--- config.mk ---
export PLATFORM = sky130hd
export DESIGN_NAME = btc_job_dispatcher
export DESIGN_NICKNAME = d
export VERILOG_FILES = /design/src/rtl/btc_pkg.sv /design/src/rtl/btc_hdr_regs.sv /design/src/rtl/btc_job_dispatcher.sv
export SDC_FILE = /design/constraint.sdc
export NUM_CORES = 2
export LEC_CHECK = 0
export CAP_MARGIN = 20
export CORE_AREA = 2 2 308 310
export DETAILED_ROUTE_END_ITERATION = 16
export DIE_AREA = 0 0 310 312
export PLACE_DENSITY = 0.64
export SLEW_MARGIN = 10
export SYNTH_ARGS = -nofsm -noshare
export SYNTH_HDL_FRONTEND = slang
export SYNTH_HIERARCHICAL = 1
export SYNTH_SLANG_ARGS = --single-unit
--- constraint.sdc ---
create_clock -name clk -period 3.7 [get_ports clk]
set_input_delay 0.74 -clock clk [delete_from_list [all_inputs] [get_ports clk]]
set_output_delay 0.74 -clock clk [all_outputs]
set_load 0.05 [all_outputs]
--- src/rtl/btc_pkg.sv ---
// Shared types and constants for the bitcoin job dispatcher.
// BTC_JOB_PRELOAD_EN (in btc_job_dispatcher) adds a shadow header buffer.
package btc_pkg;

    localparam int HDR_WORDS = 20;

    localparam logic [4:0] IDX_VERSION = 5'd0;
    localparam logic [4:0] IDX_PREV    = 5'd1;
    localparam logic [4:0] IDX_MERKLE  = 5'd9;
    localparam logic [4:0] IDX_BTIME   = 5'd17;
    localparam logic [4:0] IDX_BITS    = 5'd18;
    localparam logic [4:0] IDX_NONCE   = 5'd19;

    localparam logic [31:0] CYC_MAX = 32'hFFFF_FFFF;

    typedef enum logic [2:0] {
        LOAD,
        START,
        ARM,
        MINE,
        RESULT
    } state_e;

    typedef logic [HDR_WORDS-1:0][31:0] hdr_t;

    function automatic logic [31:0] sat_inc(input logic [31:0] v);
        return (v == CYC_MAX) ? v : v + 32'd1;
    endfunction

endpackage

--- src/rtl/btc_hdr_regs.sv ---
// 20x32 block-header register file: single indexed write port,
// whole-file parallel load, all words visible on rdata.
module btc_hdr_regs
    import btc_pkg::*;
(
    input  logic        clk,
    input  logic        rst,
    input  logic        we,
    input  logic [4:0]  waddr,
    input  logic [31:0] wdata,
    input  logic        ld,
    input  hdr_t        ld_data,
    output hdr_t        rdata
);

    hdr_t words_q;
    hdr_t words_d;

    always_comb begin
        words_d = words_q;
        if (ld) begin
            words_d = ld_data;
        end else if (we && (waddr <= IDX_NONCE)) begin
            words_d[waddr] = wdata;
        end
    end

    always_ff @(posedge clk) begin
        if (rst) begin
            words_q <= '0;
        end else begin
            words_q <= words_d;
        end
    end

    assign rdata = words_q;

endmodule

--- src/rtl/btc_job_dispatcher.sv ---
// Loads a 20-word block header, starts the miner, returns the result.
// Define BTC_JOB_PRELOAD_EN to accept the next job while mining.
module btc_job_dispatcher
    import btc_pkg::*;
#(
    parameter logic USE_NONCE_IN = 1'b1,
    parameter logic ONESHOT      = 1'b0
) (
    input  logic        clk,
    input  logic        rst,
    input  logic        job_valid,
    output logic        job_ready,
    input  logic [31:0] job_data,
    output logic        res_valid,
    input  logic        res_ready,
    output logic        res_found,
    output logic [31:0] res_nonce,
    output logic [31:0] res_cycles,
    output logic        miner_start,
    output logic        miner_use_nonce_in,
    output logic        miner_oneshot,
    output logic [31:0] miner_version,
    output logic [31:0] miner_previous_hash_0,
    output logic [31:0] miner_previous_hash_1,
    output logic [31:0] miner_previous_hash_2,
    output logic [31:0] miner_previous_hash_3,
    output logic [31:0] miner_previous_hash_4,
    output logic [31:0] miner_previous_hash_5,
    output logic [31:0] miner_previous_hash_6,
    output logic [31:0] miner_previous_hash_7,
    output logic [31:0] miner_merkle_root_0,
    output logic [31:0] miner_merkle_root_1,
    output logic [31:0] miner_merkle_root_2,
    output logic [31:0] miner_merkle_root_3,
    output logic [31:0] miner_merkle_root_4,
    output logic [31:0] miner_merkle_root_5,
    output logic [31:0] miner_merkle_root_6,
    output logic [31:0] miner_merkle_root_7,
    output logic [31:0] miner_btime,
    output logic [31:0] miner_bits,
    output logic [31:0] miner_nonce_in,
    input  logic        miner_done,
    input  logic        miner_nonce_found_flag,
    input  logic [31:0] miner_nonce_out
);

    state_e      state_q, state_d;
    logic [4:0]  wcnt_q, wcnt_d;
    logic [31:0] cyc_q, cyc_d;
    logic        res_found_q, res_found_d;
    logic [31:0] res_nonce_q, res_nonce_d;
    logic [31:0] res_cycles_q, res_cycles_d;

    logic        hdr_we;
    hdr_t        hdr;

`ifdef BTC_JOB_PRELOAD_EN
    logic        hdr_ld;
    logic        sh_we;
    hdr_t        sh_rdata;
    hdr_t        sh_merge;
    logic [4:0]  swcnt_q, swcnt_d, sh_cnt_nx;
    logic        sfull_q, sfull_d, sh_full_nx;

    // Outside LOAD, words stream into the shadow buffer until it is full.
    assign job_ready = !rst && ((state_q == LOAD) || !sfull_q);
    assign hdr_we    = job_valid && job_ready && (state_q == LOAD);
    assign sh_we     = job_valid && job_ready && (state_q != LOAD);

    // The copy sees a word landing in the shadow on the same edge.
    always_comb begin
        sh_cnt_nx  = swcnt_q;
        sh_full_nx = sfull_q;
        sh_merge   = sh_rdata;
        if (sh_we) begin
            sh_merge[swcnt_q] = job_data;
            if (swcnt_q == IDX_NONCE) begin
                sh_cnt_nx  = '0;
                sh_full_nx = 1'b1;
            end else begin
                sh_cnt_nx = swcnt_q + 5'd1;
            end
        end
    end

    assign swcnt_d = hdr_ld ? 5'd0 : sh_cnt_nx;
    assign sfull_d = hdr_ld ? 1'b0 : sh_full_nx;

    always_ff @(posedge clk) begin
        if (rst) begin
            swcnt_q <= '0;
            sfull_q <= 1'b0;
        end else begin
            swcnt_q <= swcnt_d;
            sfull_q <= sfull_d;
        end
    end

    btc_hdr_regs u_shadow (
        .clk     (clk),
        .rst     (rst),
        .we      (sh_we),
        .waddr   (swcnt_q),
        .wdata   (job_data),
        .ld      (1'b0),
        .ld_data ('0),
        .rdata   (sh_rdata)
    );

    btc_hdr_regs u_hdr (
        .clk     (clk),
        .rst     (rst),
        .we      (hdr_we),
        .waddr   (wcnt_q),
        .wdata   (job_data),
        .ld      (hdr_ld),
        .ld_data (sh_merge),
        .rdata   (hdr)
    );
`else
    assign job_ready = !rst && (state_q == LOAD);
    assign hdr_we    = job_valid && job_ready;

    btc_hdr_regs u_hdr (
        .clk     (clk),
        .rst     (rst),
        .we      (hdr_we),
        .waddr   (wcnt_q),
        .wdata   (job_data),
        .ld      (1'b0),
        .ld_data ('0),
        .rdata   (hdr)
    );
`endif

    always_comb begin
        state_d      = state_q;
        wcnt_d       = wcnt_q;
        cyc_d        = cyc_q;
        res_found_d  = res_found_q;
        res_nonce_d  = res_nonce_q;
        res_cycles_d = res_cycles_q;
`ifdef BTC_JOB_PRELOAD_EN
        hdr_ld       = 1'b0;
`endif
        unique case (state_q)
            LOAD: begin
                if (hdr_we) begin
                    if (wcnt_q == IDX_NONCE) begin
                        wcnt_d  = '0;
                        state_d = START;
                    end else begin
                        wcnt_d = wcnt_q + 5'd1;
                    end
                end
            end
            START: begin
                cyc_d   = '0;
                state_d = ARM;
            end
            // A done left high by the previous job must drop first.
            ARM: begin
                cyc_d = sat_inc(cyc_q);
                if (!miner_done) begin
                    state_d = MINE;
                end
            end
            MINE: begin
                cyc_d = sat_inc(cyc_q);
                if (miner_done) begin
                    res_found_d  = miner_nonce_found_flag;
                    res_nonce_d  = miner_nonce_out;
                    res_cycles_d = sat_inc(cyc_q);
                    state_d      = RESULT;
                end
            end
            RESULT: begin
                if (res_ready) begin
                    state_d = LOAD;
`ifdef BTC_JOB_PRELOAD_EN
                    hdr_ld = 1'b1;
                    wcnt_d = sh_cnt_nx;
                    if (sh_full_nx) begin
                        state_d = START;
                    end
`endif
                end
            end
            default: state_d = LOAD;
        endcase
    end

    always_ff @(posedge clk) begin
        if (rst) begin
            state_q      <= LOAD;
            wcnt_q       <= '0;
            cyc_q        <= '0;
            res_found_q  <= 1'b0;
            res_nonce_q  <= '0;
            res_cycles_q <= '0;
        end else begin
            state_q      <= state_d;
            wcnt_q       <= wcnt_d;
            cyc_q        <= cyc_d;
            res_found_q  <= res_found_d;
            res_nonce_q  <= res_nonce_d;
            res_cycles_q <= res_cycles_d;
        end
    end

    assign miner_start = !rst && (state_q == START);
    assign res_valid   = !rst && (state_q == RESULT);
    assign res_found   = res_found_q;
    assign res_nonce   = res_nonce_q;
    assign res_cycles  = res_cycles_q;

    assign miner_use_nonce_in = USE_NONCE_IN;
    assign miner_oneshot      = ONESHOT;

    assign miner_version         = hdr[IDX_VERSION];
    assign miner_previous_hash_0 = hdr[IDX_PREV + 5'd0];
    assign miner_previous_hash_1 = hdr[IDX_PREV + 5'd1];
    assign miner_previous_hash_2 = hdr[IDX_PREV + 5'd2];
    assign miner_previous_hash_3 = hdr[IDX_PREV + 5'd3];
    assign miner_previous_hash_4 = hdr[IDX_PREV + 5'd4];
    assign miner_previous_hash_5 = hdr[IDX_PREV + 5'd5];
    assign miner_previous_hash_6 = hdr[IDX_PREV + 5'd6];
    assign miner_previous_hash_7 = hdr[IDX_PREV + 5'd7];
    assign miner_merkle_root_0   = hdr[IDX_MERKLE + 5'd0];
    assign miner_merkle_root_1   = hdr[IDX_MERKLE + 5'd1];
    assign miner_merkle_root_2   = hdr[IDX_MERKLE + 5'd2];
    assign miner_merkle_root_3   = hdr[IDX_MERKLE + 5'd3];
    assign miner_merkle_root_4   = hdr[IDX_MERKLE + 5'd4];
    assign miner_merkle_root_5   = hdr[IDX_MERKLE + 5'd5];
    assign miner_merkle_root_6   = hdr[IDX_MERKLE + 5'd6];
    assign miner_merkle_root_7   = hdr[IDX_MERKLE + 5'd7];
    assign miner_btime           = hdr[IDX_BTIME];
    assign miner_bits            = hdr[IDX_BITS];
    assign miner_nonce_in        = hdr[IDX_NONCE];

endmodule

==> run metrics <==
largest net degree at the start of global routing=1064; worst hold stages=2; CTS H-tree lvls=3; final hold vios=0; routed vias=36215; DR DRC count=0; Slew Limit Fails=1021; clk buf depth=3; Final Setup Violations=0; skew final=0.03128 ns; drt first pass iters=8; Final HPWL DP=99280 um; post-synth top area cell=dfxtp_1; RR Endpoint=u_hdr/rdata[268]; CTS Hold Bufs=0; CP startpoint kind=flop; WL/cell=24.06 um; top-area cell type share of the netlist area=43.25%; Post-Route Setup TNS=0 ns; Worst EP required=2.96 ns; Cell Area, Synth=34490 um2; min Tclk post-route=3.114 ns; critical path endpoint category=output pin; Worst-Margin Slew=6.585 ns; prevailing post-synth register cell=dfxtp_1; number of synthesized flops with an enable pin=0; leakage=16.73 nW; worst reg-to-reg path cell count=8; Ports=780; WS Path Type=flop to output pin; post-synthesis cell type count=66; max_cap viols=0; CTS tree=yes; syn avg cell area=8.409 um2; count of buffers from port buffering=777; pwr/cell area=469.6 nW/um2; gr ovfl total=0; Core Box Area=93050 um2; Worst VDD drop=0.3781 mV; share of synthesized flip-flops with an asynchronous set or reset=0%; clock sinks=745; vias per cell=5.538; # Post-CTS Setup Buffers=0; register area share after synthesis=43.25%; fmax=321.1 MHz; Critical Path Source=state_q[1]; Hold Path Origin=res_found; gpl congestion=0.8876; number of CTS-inserted buffers=85; Yosys reg bits=745; final worst slack=0.5861 ns; flop-to-flop setup slack=0.65 ns; status=finished, violations left; post-route cell area=48350 um2; GRT Util Overall=30.86%; pre-CTS setup slack=0.2792 ns; fillcell total=8708; Hold Path End=res_found; Final Util=51.96%; cell count after synthesis=4101; worst skew pair latency=0.69 ns; period utilisation layout=84.16%; die width=310 um; post-CTS resize count=0; Post-DP Area=45510 um2; Total Power=0.02270 W; synth top area cells=dfxtp_1 43%, a221oi_1 11%, a31oi_1 8.0%; CTS root buffer=clkbuf_16; Max FO, Critical Path=7; Worst-path clk slew=0.06 ns; area grow syn2layout=40.18%; vias in the first global route=32723; layout cells sized above 1=8.860%; hold crit path type=flop to flop; Starting Density=37.06%; die area=96720 um2; violated checks=max-slew violations; Nets=5288; Crit path arrival time=2.37 ns; Die H=312 um; first-pass GRT wire length=226400 um; post-route ant nets=0; total number of yosys warnings=6; row count=112; r2r startpoint=state_q[2]; final WL=157300 um; RSZ-0062 raised after global routing=false; antenna violations before repair=7; Iter 0 DRT Violations=4229; slew margin rel.=-339.0%
layout make-up:
type	instances	area (um2)	share of cell area [%]
Multi-Input combinational cell	2848	17570	36.34
Sequential cell	745	14910	30.85
Timing Repair Buffer	886	9021	18.66
Clock buffer	127	2537	5.249
Inverter	650	2440	5.047
Tap cell	1254	1569	3.245
Clock inverter	26	286.5	0.5927
Antenna cell	3	7.507	0.01553
Yosys cell counts, types with 20 or more instances:
library cell / n
a21oi_1: 299
o221a_2: 191
o221a_1: 33
nor2_1: 22
a221oi_1: 416
xnor2_1: 20
buf_1: 36
nand2_1: 107
nand2b_1: 46
inv_1: 650
clkbuf_1: 352
buf_2: 96
a31oi_1: 443
o21ai_0: 460
dfxtp_1: 745
registers in the layout, summed over array words and instances, names as in the netlist:
name,count
cyc_q,32
res_cycles,32
res_found,1
res_nonce,32
state_q,3
u_hdr/rdata,640
wcnt_q,5
how the worst max path moves through the flow:
stage	slack (ns)	cells after the start	end
finish	0.59	4	res_valid
global route	0.37	7	u_hdr/rdata[486]
CTS	0.56	4	res_valid
detailed placement	0.28	8	u_hdr/rdata[447]
global placement	0.33	6	u_hdr/rdata[491]
floorplan	0.09	8	u_hdr/rdata[48]
worst max-delay path: stages, from the launching register on:
cell and delay [ns]:
dfxtp_1 0.38, nor2_1 0.30, nand2_1 0.11, nor2_1 0.10
clkdlybuf4s50_1 0.82
metal layers:
| metal | vias to the layer above | wire, um | GRT usage [%] |
|---|---|---|---|
| met5 | - | 0 | 0 |
| met4 | 0 | 8184 | 15.06 |
| met3 | 304 | 15600 | 8.341 |
| met2 | 1845 | 68750 | 46.85 |
| met1 | 17296 | 64770 | 40.32 |
| li1 | 16770 | - | - |
through the flow:
| stage | instances | hold WS (ns) |
|---|---|---|
| final | 6539 | 0.4515 |
| after global routing | 6538 | 0.4703 |
| after CTS | 6536 | 0.4529 |
| after detailed placement | 6383 | 0.4457 |
| after global placement | 6383 | 0.4418 |
| after floorplan | 4743 | 0.4704 |
layout by cell type, fill, tap and decap left out, types with 75 or more instances in the layout:
master	count
inv_1	650
o21ai_0	460
clkdlybuf4s50_1	775
o221a_2	191
dfxtp_1	745
nand2_1	106
clkbuf_16	87
a31oi_1	443
buf_4	75
a221oi_1	416
conb_1	644
a21oi_1	299
cells by family (layout without fill, tap and decap cells):
group	count (synthesis)	count (layout)	share of synthesized area (%)
xor+xnor	23	23	0.5841
simple gates	279	279	4.433
mux	7	7	0.2068
flops	745	745	43.25
compound gates	1893	1893	38.25
fa+ha+maj	2	2	0.07255
other cells	2	647	0.02178
buf+inv	1150	1689	13.18
power by group:
part | switching [W] | internal [W] | leakage, nW
Clock | 0.00370 | 0.00498 | 1.40
Sequential | 0.000334 | 0.00852 | 6.17
Combinational | 0.00356 | 0.00161 | 9.16
Total | 0.00759 | 0.0151 | 16.7
No activity file was read; power rests on OpenSTA's default activity.
